==> src/rtl/fetch_unit.sv <==
// fetch_unit: LEGv8 fetch stage owning the PC with req/ack instruction fetch (optional timeout via FETCH_TIMEOUT_EN)
module fetch_unit #(
  parameter int              PC_W     = 64,
  parameter logic [PC_W-1:0] RESET_PC = '0,
  parameter int              TIMEOUT  = 16
) (
  input  logic            clk,
  input  logic            reset,
  output logic            imem_req,
  output logic [PC_W-1:0] imem_addr,
  input  logic            imem_ack,
  input  logic [31:0]     imem_rdata,
  output logic [31:0]     instr,
  output logic [10:0]     opcode,
  output logic            instr_valid,
  input  logic            retire,
  input  logic            pcSrc,
  input  logic [PC_W-1:0] imm_ext,
  output logic [PC_W-1:0] pc,
  output logic            fetch_err
);
`ifdef FETCH_TIMEOUT_EN
  localparam int CW = $clog2(TIMEOUT + 1);
  typedef enum logic [1:0] {IDLE, REQ, HOLD, ERR} state_t;
  logic [CW-1:0] cnt;
`else
  typedef enum logic [1:0] {IDLE, REQ, HOLD} state_t;
  logic unused_timeout;
  assign unused_timeout = (TIMEOUT > 0);
  assign fetch_err = 1'b0;
`endif
  state_t state;
  logic [PC_W-1:0] next_pc;
  assign next_pc = pcSrc ? pc + (imm_ext << 2) : pc + PC_W'(4);
  assign imem_addr = pc;
  assign opcode = instr[31:21];
  // fetch FSM; handshake flags are registered alongside the state so they never see inputs combinationally
  always_ff @(posedge clk or posedge reset) begin
    if (reset) begin
      state <= IDLE;
      pc <= RESET_PC;
      instr <= '0;
      imem_req <= 1'b0;
      instr_valid <= 1'b0;
`ifdef FETCH_TIMEOUT_EN
      fetch_err <= 1'b0;
      cnt <= '0;
`endif
    end else begin
      case (state)
        IDLE: begin
          state <= REQ;
          imem_req <= 1'b1;
`ifdef FETCH_TIMEOUT_EN
          cnt <= '0;
`endif
        end
        REQ: begin
          if (imem_ack) begin
            instr <= imem_rdata;
            state <= HOLD;
            imem_req <= 1'b0;
            instr_valid <= 1'b1;
          end
`ifdef FETCH_TIMEOUT_EN
          else if (cnt == CW'(TIMEOUT - 1)) begin
            state <= ERR;
            imem_req <= 1'b0;
            fetch_err <= 1'b1;
          end else begin
            cnt <= cnt + 1'b1;
          end
`endif
        end
        HOLD: begin
          if (retire) begin
            pc <= next_pc;
            state <= REQ;
            imem_req <= 1'b1;
            instr_valid <= 1'b0;
`ifdef FETCH_TIMEOUT_EN
            cnt <= '0;
`endif
          end
        end
        default: ;
      endcase
    end
  end
endmodule

==> config.mk <==
export PLATFORM = sky130hd
export DESIGN_NAME = fetch_unit
export DESIGN_NICKNAME = d
export VERILOG_FILES = /design/src/rtl/fetch_unit.sv
export SDC_FILE = /design/constraint.sdc
export NUM_CORES = 1
export LEC_CHECK = 0
export ABC_AREA = 1
export CORE_UTILIZATION = 50
export CTS_BUF_LIST = sky130_fd_sc_hd__clkbuf_16
export DETAILED_ROUTE_END_ITERATION = 7
export PLACE_DENSITY = 0.92
export SLEW_MARGIN = 5
export SYNTH_ARGS = -nofsm -noshare
export SYNTH_HDL_FRONTEND = slang
export SYNTH_SLANG_ARGS = --single-unit
==> constraint.sdc <==
create_clock -name clk -period 5.7 [get_ports clk]
set_clock_uncertainty 0.05 [all_clocks]
set_input_delay 0.57 -clock clk [delete_from_list [all_inputs] [get_ports clk]]
set_output_delay 0.57 -clock clk [all_outputs]
set_load 0.03 [all_outputs]
; Yosys cells after proc, flatten, opt, wreduce, memory -nomap -nowiden
; Cells that the tools add are included.
[totals]
inputBits = 101
output_inout_bits = 174
register_bits = 100
wordCells = 28
[classes]
add_sub_neg = 2
n_eq_ne = 4
n_reduce_logical = 7
n_mux = 10
[ops]
columns = operator, count
row1 = $add A64 B3 Y64 const B, 1
row2 = $add A64 B64 Y64, 1
row3 = $mux W64, 1
row4 = $pmux W2 S3, 1
row5 = $reduce_and A3 Y1, 2
row6 = $mux W1, 4
row7 = $mux W2, 2
row8 = $ne A2 B2 Y1 const B, 2
row9 = $reduce_and A2 Y1, 2
row10 = $pmux W1 S3, 1
row11 = $reduce_bool A3 Y1, 1
row12 = $eq A2 B1 Y1 const B, 1
row13 = $eq A2 B2 Y1 const B, 1
row14 = $logic_not A2 Y1, 1
row15 = $pmux W1 S2, 1
row16 = $reduce_bool A2 Y1, 1

; Depth between registers and ports, before layout
; Gate-level depths: netlist of the first run.
[depth]
depth_word = 3
ltp_mapped = 20
ltp_nobuf = 19

; Least setup slack after synthesis of the first run
; No wires, ideal clock.
[synth_timing]
path_type = input-to-reg
from = in pcSrc
to = reg pc[62], in the netlist imem_addr[62]
stages = 20
arrival_time_ns = 2.504
setup_time_ns = 0.117
path_slack_ns = 3.029
path_buffers = 2
path_cell_list = clkbuf_1 -> clkbuf_1 -> nand2_1 -> ha_1 -> inv_1 -> fa_1 -> inv_1 -> nand3_1 -> nand2_2 -> nand2_1 -> nand2_2 -> nand2_1 -> nand2_2 -> nand2_1 -> nand2_2 -> nand2_1 -> nand2_1 -> nand2_1 -> nand3_1 -> nand2_1
[synth_lines]
columns = element, line_no
row1 = start: declaration, 17  ; input logic pcSrc,
row2 = end signal: assignment, 77  ; pc <= next_pc;
row3 = end: declaration, 19  ; output logic [PC_W-1:0] pc,

; Worst setup path in the final report of the first run
[layout_timing]
from = in pcSrc
to = reg pc[46], in the netlist imem_addr[46]
[layout_between]
elab_chain_len = 1
[layout_lines]
columns = element, line_no
row1 = $mux W64, 34  ; assign next_pc = pcSrc ? pc + (imm_ext << 2) : pc + PC_W'(4);
; Every way passes these cells.
; A chain may end at the register's enable or synchronous reset.

==> metrics.md, run 1 <==
| Metric | Value |
|---|---|
| Status | `complete, no violations` |
| Count of final setup violators | `0` |
| RSZ-0062 raised after global routing | `false` |
| Most frequent CP cell | `nand2_1` |
| Flops & latches, synth | `97` |
| Main area contributors after synthesis | `nand2_1, dfrtp_1, inv_1, ha_1, buf_4` |
| CTS Buf Count | `9` |
| Sink Count | `97` |
| WP data arrival | `3.56 ns` |
| Max-slew violation count | `0` |
| Maximum buffer depth of the clock tree | `2` |
| Mean post-synth cell area | `approximately 5.7 um^2` |
| CTS clk-pin slew, worst paths | `0.09 ns` |
| Initial Utilization | `51.8%` |
| First-pass GRT wire length | `52.2 mm` |
| Antenna cells | `0` |
| Post-synth top flop | `dfrtp_1` |
| Yosys synthesis warning count | `0` |
| Initial antenna violation count | `0` |
| Synth Cell Area | `a little over 0.01 mm^2` |
| Largest net degree at the start of global routing | `63` |
| WL final | `33.0 mm` |
| HP Class | `register to register` |
| Worst slew pin tran | `1.15 ns` |
| Syn Inst Count | `1783` |
| Post-synthesis sequential area ratio | `between 20% and 30%` |
| Final period util | `58.6%` |
| WP data required | `5.91 ns` |
| Skew-Pair Late Insertion Delay | `0.37 ns` |
| Worst path slowest cell | `buf_2` |
| Leakage | `7.53 nW` |
| Setup CP Type | `input port to register` |
| I/O Buffers | `267` |
| GP Congestion | `1.00` |
| Share of cells above drive strength 1 | `3.65%` |
| Post-synth top cells | `nand2_1, inv_1, nor2_1` |
| Async SR Flop Fraction | `between 90% and 100%` |
| M1 GR Usage | `40.1%` |
| Post-synth top area share | `29.0%` |
| Worst vdd ir | `0.000379 V` |
| Post-DRT Antenna Nets | `0` |
| Slowest stage delay, CP | `just over 0.8 ns` |
| DRT Pass-1 Iters | `8` |
| Fin. Hold Viols | `0` |
| CP max FO | `62` |
| Drt initial violations | `694` |
| Worst slew margin | `a little under a quarter` |
| Aggregate global-route resource usage | `a little under a third` |
| CTS resizes | `0` |
| Vias per cell | `4.88` |
| Util after Layout | `65.3%` |
| Max_cap viols | `0` |
| Total gr overflow | `0` |
| Vias | `10903` |
| Cell Pwr Density | `482 mW/mm^2` |
| Post-synthesis cell type count | `34` |
| Met3 GRT Util | `4.78%` |
| Cts hold-fix bufs | `0` |
| Die area | `0.0211 mm^2` |
| DRC Markers | `0` |
| Die X-Extent | `145 um` |
| DIE HEIGHT | `145 um` |
| Dpl hpwl | `27.1 mm` |
| Yosys top cell by area | `nand2_1` |
| Vias in the first global route | `10212` |
| Startpoint types | `input port` |
| IO Count | `275` |
| H-tree depth | `3` |
| Critical Path End Type | `register` |
| Core area | `0.0198 mm^2` |
| Peak Freq | `around 300 MHz` |
| Post-synth EDFFs | `0` |
| Avg WL per Cell | `14.8 um` |
| Tmin final | `3.34 ns` |
| Final #Nets | `2129` |
| CP cell instances | `buf_2 > nand2_1 > fa_1 > inv_1 > nand3_1 > nand2_2 > nand2_1 > nand2_2 > nand2_1 > nand2_2 > nand2_1 > nand2_2 > nand2_1 > nand2_1 > nand2_1 > nand3_1 > nand2_1` |
| Most Crowded Layer GR | `met2` |
| Buffer count from post-CTS setup fixing | `0` |
| GRT met2 Usage | `53.6%` |
| Area grow syn2layout | `26.2%` |
| CTS tree | `yes` |
| Most common cell in the netlist | `nand2_1` |
| Root Buffer | `clkbuf_16` |
| Rows | `51` |
| Sum Neg Setup Slack | `0 ns` |
[stage by stage]
step                instance area (um^2)  power (W)  hold WS, ns  std cells  setup slack [ns]
finish                             12900    0.00623        0.436       2236              2.36
CTS                                12900    0.00623        0.439       2236              2.37
global placement                   12600    0.00545        0.411       2220              2.09
floorplan                          10300    0.00420        0.569       1787              2.55
global route                       12900    0.00663        0.469       2236              2.06
detailed placement                 12600    0.00554        0.419       2220              1.98
[registers in the layout, indices dropped and copies added, names as in the netlist]
name / count
instr: 32
state: 2
imem_addr: 62
instr_valid: 1
[path summary, 6_finish.rpt]
kind                               from             to  slack, ns  cells past startpoint
setup reg to reg           imem_addr[2]  imem_addr[46]       3.05                     17
hold reg to reg               instr[18]      instr[18]       0.44                      2
min in group asynchronous         reset  imem_addr[51]       0.52                      2
max in group asynchronous         reset       instr[8]       3.83                      3
hold / removal                instr[18]      instr[18]       0.44                      2
setup / recovery                  pcSrc  imem_addr[46]       2.36                     17
[power by group]
| group | switching (W) | total [W] | internal (W) |
|---|---|---|---|
| sequential | 0.000317 | 0.00131 | 0.000990 |
| combinational | 0.00265 | 0.00425 | 0.00160 |
| clock | 0.000354 | 0.000672 | 0.000318 |
[layer usage]
metal | share of wire, % | up-vias
met1 | 44 | 4919
met5 | 0 | -
met2 | 47 | 378
li1 | - | 5555
met4 | 2.8 | 0
met3 | 6.0 | 51
[placed cells by master, fill, tap and decap left out, types with 2 or more instances in the layout]
cell type and n:
nand2_1 791, inv_1 363, clkdlybuf4s50_1 266, nor2_1 103, dfrtp_1 97, nand3_1 76
ha_1 61, a21oi_1 43, o21ai_0 29, xnor2_1 25, nand2_2 13, nor2_2 12
nand4_1 11, clkbuf_16 9, o21ai_1 8, nand3b_1 8, nor3_2 7, conb_1 5
nand3_2 4, clkinv_8 4, buf_4 4, nor3_4 3, inv_2 3, xor2_1 3
nor3_1 3, o21bai_1 3, clkinv_1 2, a21boi_2 2, nor3b_2 2
[worst max-delay path: cells and delay by family]
family	cells	cell delay [ns]
adders and majority gates	1	0.50
buffers and inverters	2	0.94
and+or+nand+nor	14	1.52
[layout make-up]
type	count	area, um^2
Sequential cell	97	2430
Clock inverter	7	93.8
Inverter	369	1390
Tap cell	265	332
Clock buffer	9	225
Multi-Input combinational cell	1218	5760
Timing Repair Buffer	271	2700
Fill cell	1870	6860
[kinds of logic (layout without fill, tap and decap cells)]
| family | Yosys count | after routing | synth area share (%) |
|---|---|---|---|
| fa+ha+maj | 62 | 62 | 7.65 |
| other cells | 1 | 5 | 0.0366 |
| simple gates | 1036 | 1036 | 41.5 |
| flops | 97 | 97 | 23.7 |
| xor+xnor | 28 | 28 | 2.39 |
| compound gates | 87 | 87 | 4.53 |
| buf+inv | 472 | 656 | 20.2 |
(Power assumes the default switching activity.)
==> run 2: changes to the inputs <==
Clock period 5.7 ns to 3.4 ns, I/O delays scaled along.
==> run 2 against run 1 <==
  * Clock-buffer cell count unchanged
  * Register-to-register slack worse by 2.2 ns
  * First-iteration DRC count increased by 10%
  * Largest power group unchanged
==> metrics.md, run 2 (synthesis results as in run 1) <==
| Metric | Value |
|---|---|
| Largest net degree at the start of global routing | `63 (unchanged)` |
| CTS resizes | `0 (unchanged)` |
| CP max FO | `4 (-94%)` |
| CTS Buf Count | `9 (unchanged)` |
| Worst r2r path cells | `17 (unchanged)` |
| Share of cells above drive strength 1 | `3.80% (+0.15 points)` |
| Die area | `0.0211 mm^2 (unchanged)` |
| Total chip power | `0.0104 W (+68%)` |
| First-pass GRT wire length | `51.6 mm (-1.3%)` |
| CP cell instances | `clkdlybuf4s50_1 > inv_1 > nand2_1 > ha_1 > inv_1 > fa_1 > inv_1 > nand3_1 > nand2_2 > nand2_1 > nand2_2 > nand2_1 > nand2_2 > nand2_1 > nand2_2 > nand2_1 > nand2_1 > nand2_1 > nand3_1 > nand2_1` |
| Cell Pwr Density | `805 mW/mm^2 (+67%)` |
| Worst vdd ir | `0.000659 V (+74%)` |
| Worst r2r src | `imem_addr[2]` |
| Slowest stage delay, CP | `0.46 ns (-0.37 ns)` |
| Sw power | `0.00556 W (+68%)` |
| Critical Path End Type | `register` |
| Peak Freq | `378 MHz` |
| Status | `complete, no violations` |
| Setup CP Type | `input port to register` |
| GP Congestion | `0.984 (-1.8%)` |
| Vias per cell | `4.89 (+0.31%)` |
| Most frequent CP cell | `nand2_1` |
| Reg2Reg Capture Point | `imem_addr[62]` |
| Maximum buffer depth of the clock tree | `2 (unchanged)` |
| Dpl hpwl | `26.5 mm (-2.0%)` |
| Internal | `0.00489 W (+68%)` |
| Sum Neg Setup Slack | `0 ns (unchanged)` |
| Worst path slowest cell | `clkdlybuf4s50_1` |
| CTS tree | `yes` |
| Tmin final | `2.65 ns` |
| WL final | `32.2 mm (-2.5%)` |
| Die X-Extent | `145 um (unchanged)` |
| Final period util | `between 70 and 80%` |
| WP data required | `3.62 ns (-2.29 ns)` |
| DRC Markers | `0 (unchanged)` |
| Commonest cells after routing, fill and taps aside | `nand2_1, inv_1, clkdlybuf4s50_1` |
| Core area | `0.0198 mm^2 (unchanged)` |
| Worst slew pin tran | `0.893 ns (-0.252 ns)` |
| Fillcell total | `1857 (-0.70%)` |
| HP Class | `input port to asynchronous set/reset pin` |
| Switching share of power | `53.2% (about the same)` |
| Final #Nets | `2132 (+0.14%)` |
| Startpoint types | `input port` |
| Initial Utilization | `51.8% (unchanged)` |
| Avg WL per Cell | `14.4 um (-2.7%)` |
| Max FFs per register | `62 (unchanged)` |
| Worst Path Buf+Inv | `4 (+2)` |
| Vias | `10951 (+0.44%)` |
| WP data arrival | `2.86 ns (-0.70 ns)` |
| RSZ-0062 raised after global routing | `false` |
| CTS clk-pin slew, worst paths | `0.09 ns (about the same)` |
| Post-DRT Antenna Nets | `0 (unchanged)` |
| Max_cap viols | `0 (unchanged)` |
| Area grow syn2layout | `26.7%` |
| Cts hold-fix bufs | `0 (unchanged)` |
| Skew-Pair Late Insertion Delay | `0.37 ns (about the same)` |
| R2R Setup Slk | `0.85 ns (-2.20 ns)` |
| Sink Count | `97 (unchanged)` |
| Aggregate global-route resource usage | `30.7% (-0.55 points)` |
| Gate power share | `68.2% (about the same)` |
| Fin. Hold Viols | `0 (unchanged)` |
| Worst slew margin | `40.1% (+16 points)` |
| Rows | `51 (unchanged)` |
| Sequential power share | `21.1% (about the same)` |
| Max-slew violation count | `0 (unchanged)` |
| Buffer count from post-CTS setup fixing | `0 (unchanged)` |
| Leakage | `7.55 nW (+0.35%)` |
| Top cell family by delay on the critical path | `simple AND/OR/NAND/NOR gates` |
| Drt initial violations | `765 (+10%)` |
| Antenna cells | `0 (unchanged)` |
| H-tree depth | `3 (unchanged)` |
| Clk pwr share | `10.7% (about the same)` |
| Commonest non-fill, non-tap cell in the layout | `nand2_1` |
| Count of final setup violators | `0 (unchanged)` |
| IO Count | `275 (unchanged)` |
| Initial antenna violation count | `0 (unchanged)` |
| Vias in the first global route | `10335 (+1.2%)` |
| Root Buffer | `clkbuf_16` |
| I/O Buffers | `267 (unchanged)` |
| DIE HEIGHT | `145 um (unchanged)` |
| Total gr overflow | `0 (unchanged)` |
| DRT Pass-1 Iters | `6 (-2)` |
[run 2: cell types whose count changed in the layout (fill, tap and decap cells not counted)]
cell	previous run	this run
inv_8	1	0
buf_4	4	5
buf_12	0	2
clkinv_8	4	5
[run 2: how the worst max path moves through the flow]
| stage | startpoint | to | slack [ns] | cells after the start |
|---|---|---|---|---|
| 6_report | imm_ext[0] | imem_addr[62] | 0.75 | 20 |
| 4_1_cts | imm_ext[0] | imem_addr[46] | 0.78 | 20 |
| 3_5_place_dp | imm_ext[0] | imem_addr[46] | 0.39 | 20 |
| 2_1_floorplan | reset | imem_addr[10] | 0.48 | 1 |
| 5_1_grt | imm_ext[0] | imem_addr[46] | 0.53 | 20 |
| 3_3_place_gp | imm_ext[0] | imem_addr[46] | 0.45 | 20 |
[run 2: power groups by stage]
stage                     logic [W]  registers (W)  clock network (W)
after global placement      0.00695        0.00219                  0
after detailed placement    0.00710        0.00221                  0
after global routing        0.00767        0.00229            0.00117
final                       0.00712        0.00221            0.00112
after CTS                   0.00712        0.00220            0.00112
after floorplan             0.00398        0.00307                  0
[run 2: metal layers]
| layer | global-route usage [%] | vias up | share of wire (%) |
|---|---|---|---|
| met1 | 39.0 | 4923 | 42 |
| met4 | 8.84 | 0 | 2.4 |
| met3 | 5.35 | 50 | 7.3 |
| met2 | 53.1 | 407 | 48 |
| met5 | 0 | - | 0 |
| li1 | - | 5571 | - |
[run 2: layout make-up]
cell class	instances	area (um^2)	share of cell area, %
multi-input combinational	1218	5760	44.4
clock inverter	7	98.8	0.762
clock buffer	9	225	1.74
tap	265	332	2.55
sequential	97	2430	18.7
timing repair buffer	274	2750	21.2
inverter	369	1390	10.7
[run 2: per-stage QoR]
| stage | setup slack (ns) | std cells | area (um^2) | util (%) | hold WS (ns) |
|---|---|---|---|---|---|
| floorplan | 0.476 | 1787 | 10300 | - | 0.400 |
| finish | 0.754 | 2239 | 13000 | 65.6 | 0.383 |
| global placement | 0.449 | 2223 | 12700 | 64.0 | 0.411 |
| global route | 0.530 | 2239 | 13000 | 65.6 | 0.458 |
| CTS | 0.778 | 2239 | 13000 | 65.6 | 0.416 |
| detailed placement | 0.391 | 2223 | 12700 | 64.0 | 0.419 |
[run 2: worst register-to-register path, cell delays in order (launching register included)]
cell     delay [ns]
dfrtp_1        0.40
ha_1           0.23
inv_1          0.07
fa_1           0.40
inv_1          0.11
nand3_1        0.09
nand2_2        0.13
nand2_1        0.08
nand2_2        0.12
nand2_1        0.08
nand2_2        0.08
nand2_1        0.13
nand2_2        0.18
nand2_1        0.09
nand2_1        0.06
nand2_1        0.04
nand3_1        0.07
nand2_1        0.05
==> run 3: changes to the inputs <==
Clock period 3.4 ns to 2.8 ns, I/O delays scaled along.
==> run 3 against run 2 <==
  * Global-route usage is 1.4 points higher
  * Power is 24% higher
  * Hold slack worse by 0.044 ns
  * Clock power grew 21%
  * Utilization increased by 1.6 points
  * Critical path depth is the same
  * Die area unchanged
  * Setup slack worse by 0.40 ns
  * Sequential cell count stayed put
  * Final cell count is 1.7% higher
  * Via count is 1.8% higher
  * Routed wire length grew 4.4%
  * Critical path type unchanged
==> metrics.md, run 3 (synthesis results as in run 1) <==
| Metric | Value |
|---|---|
| Util after Layout | `67.2% (+1.6 points)` |
| Antenna cells | `0 (unchanged)` |
| Final #Nets | `2169 (+1.7%)` |
| Footprint of the multi-input gates | `0.00576 mm^2 (unchanged)` |
| Leakage | `7.75 nW (+2.6%)` |
| Root Buffer | `clkbuf_16` |
| Status | `complete, no violations` |
| WP data required | `3.00 ns (-0.62 ns)` |
| Commonest cells after routing, fill and taps aside | `nand2_1, inv_1, clkdlybuf4s50_1` |
| Final period util | `87.5%` |
| Switching share of power | `52.8% (-0.46 points)` |
| Area grow syn2layout | `29.7%` |
| Fin. Hold Viols | `0 (unchanged)` |
| Sum Neg Setup Slack | `0 ns (unchanged)` |
| CTS Buf Count | `9 (unchanged)` |
| Vias per cell | `4.90 (+0.16%)` |
| Tmin final | `2.45 ns` |
| Gate power share | `68.9% (+0.7 points)` |
| Setup CP Type | `input port to register` |
| Drt initial violations | `643 (-16%)` |
| I/O Buffers | `267 (unchanged)` |
| Buffer count from post-CTS setup fixing | `0 (unchanged)` |
| Sink Count | `97 (unchanged)` |
| Clk pwr share | `10.6% (about the same)` |
| DIE HEIGHT | `145 um (unchanged)` |
| CP max FO | `4 (unchanged)` |
| Die X-Extent | `145 um (unchanged)` |
| Avg WL per Cell | `14.8 um (+2.7%)` |
| Worst vdd ir | `0.000803 V (+22%)` |
| Skew-Pair Late Insertion Delay | `0.37 ns (about the same)` |
| Internal | `0.00610 W (+25%)` |
| Commonest non-fill, non-tap cell in the layout | `nand2_1` |
| CTS clk-pin slew, worst paths | `0.08 ns (about the same)` |
| Maximum buffer depth of the clock tree | `2 (unchanged)` |
| Peak Freq | `between 400 and 500 MHz` |
| Rows | `51 (unchanged)` |
| Total gr overflow | `0 (unchanged)` |
| Sw power | `0.00682 W (+23%)` |
| H-tree depth | `3 (unchanged)` |
| Die area | `0.0211 mm^2 (unchanged)` |
| WL final | `33.6 mm (+4.4%)` |
| CTS resizes | `0 (unchanged)` |
| Max FFs per register | `62 (unchanged)` |
| Cts hold-fix bufs | `0 (unchanged)` |
| Share of cells above drive strength 1 | `5.57% (+1.8 points)` |
| Post-DRT Antenna Nets | `0 (unchanged)` |
| Cell Pwr Density | `972 mW/mm^2 (+21%)` |
| Startpoint types | `input port` |
| Largest net degree at the start of global routing | `47 (-25%)` |
| CTS tree | `yes` |
| GP Congestion | `1.01 (+3.1%)` |
| Vias | `11150 (+1.8%)` |
| Worst slew pin tran | `0.753 ns (-0.140 ns)` |
| Sequential power share | `20.5% (-0.6 points)` |
| IO Count | `275 (unchanged)` |
| HP Class | `input port to asynchronous set/reset pin` |
| First-pass GRT wire length | `53.6 mm (+3.9%)` |
| Critical Path End Type | `register` |
| Initial antenna violation count | `0 (unchanged)` |
| Core area | `0.0198 mm^2 (unchanged)` |
| Total chip power | `0.0129 W (+24%)` |
| RSZ-0062 raised after global routing | `false` |
| Seq. cell area | `0.00243 mm^2 (unchanged)` |
| Fillcell total | `1814 (-2.3%)` |
| Aggregate global-route resource usage | `32.1% (+1.4 points)` |
| Worst slew margin | `49.7% (+9.6 points)` |
| Dpl hpwl | `28.0 mm (+5.4%)` |
| Max_cap viols | `0 (unchanged)` |
| Initial Utilization | `51.8% (unchanged)` |
| Vias in the first global route | `10703 (+3.6%)` |
| DRT Pass-1 Iters | `5 (-1)` |
| DRC Markers | `0 (unchanged)` |
| Count of final setup violators | `0 (unchanged)` |
| WP data arrival | `2.65 ns (-0.21 ns)` |
| Max-slew violation count | `0 (unchanged)` |
-- run 3: cell types whose count changed in the layout (fill, tap and decap cells not counted), sizes merged --
cell and delta:
inv +1, clkinv -2, clkinvlp +1, buf +37
-- run 3: layout make-up --
cell class                 instances  share of cell area [%]
clock buffer                       9                    1.69
clock inverter                     7                   0.706
inverter                         369                    10.5
multi-input combinational       1218                    43.4
sequential                        97                    18.3
tap                              265                    2.50
timing repair buffer             311                    23.0
-- run 3: power groups by stage --
stage / Clock (W) / Combinational (W) / Sequential (W)
floorplan: 0 / 0.00483 / 0.00373
global placement: 0 / 0.00869 / 0.00264
detailed placement: 0 / 0.00885 / 0.00266
CTS: 0.00138 / 0.00889 / 0.00265
global route: 0.00142 / 0.00957 / 0.00275
finish: 0.00136 / 0.00890 / 0.00266
-- run 3: per-layer routing --
metal / part of all wire [%] / GRT usage [%] / wire [um] / up-vias
met5: 0 / 0 / 0 / -
met4: 3.8 / 13.1 / 1270 / 0
met3: 7.6 / 5.85 / 2570 / 75
met2: 47 / 54.5 / 15700 / 413
met1: 42 / 39.9 / 14000 / 5012
li1: - / - / - / 5650
-- run 3: per-stage QoR --
step / area (um^2) / setup WS (ns) / hold slack (ns) / std cells
4_1_cts: 13300 / 0.395 / 0.351 / 2276
2_1_floorplan: 10300 / 0.419 / 0.340 / 1787
6_report: 13300 / 0.351 / 0.339 / 2276
5_1_grt: 13300 / 0.205 / 0.386 / 2276
3_5_place_dp: 13000 / 0.0205 / 0.415 / 2260
3_3_place_gp: 13000 / 0.0863 / 0.412 / 2260
-- run 3: worst max-delay path, cell delays in order --
cell and delay [ns]:
clkdlybuf4s50_1 0.46, inv_1 0.04, nand2_1 0.05, ha_1 0.16
inv_1 0.06, fa_1 0.40, inv_1 0.10, nand3_1 0.09
nand2_2 0.11, nand2_1 0.07, nand2_2 0.09, nand2_1 0.07
nand2_2 0.07, nand2_1 0.06, nand2_2 0.19, nand2_1 0.10
nand2_1 0.08, nand2_1 0.06, nand3_1 0.07, nand2_1 0.05
-- run 3: path summary, 6_finish.rpt --
check / from / endpoint / slack [ns] / depth (start not counted)
worst min register to register: instr[4] / instr[4] / 0.43 / 2
worst max-delay path: imm_ext[0] / imem_addr[62] / 0.35 / 20
min in group clk: imem_rdata[2] / instr[2] / 0.39 / 3
worst max register to register: imem_addr[2] / imem_addr[62] / 0.38 / 17
worst min-delay path: reset / imem_addr[3] / 0.34 / 2
max in group asynchronous: reset / instr[18] / 1.69 / 3
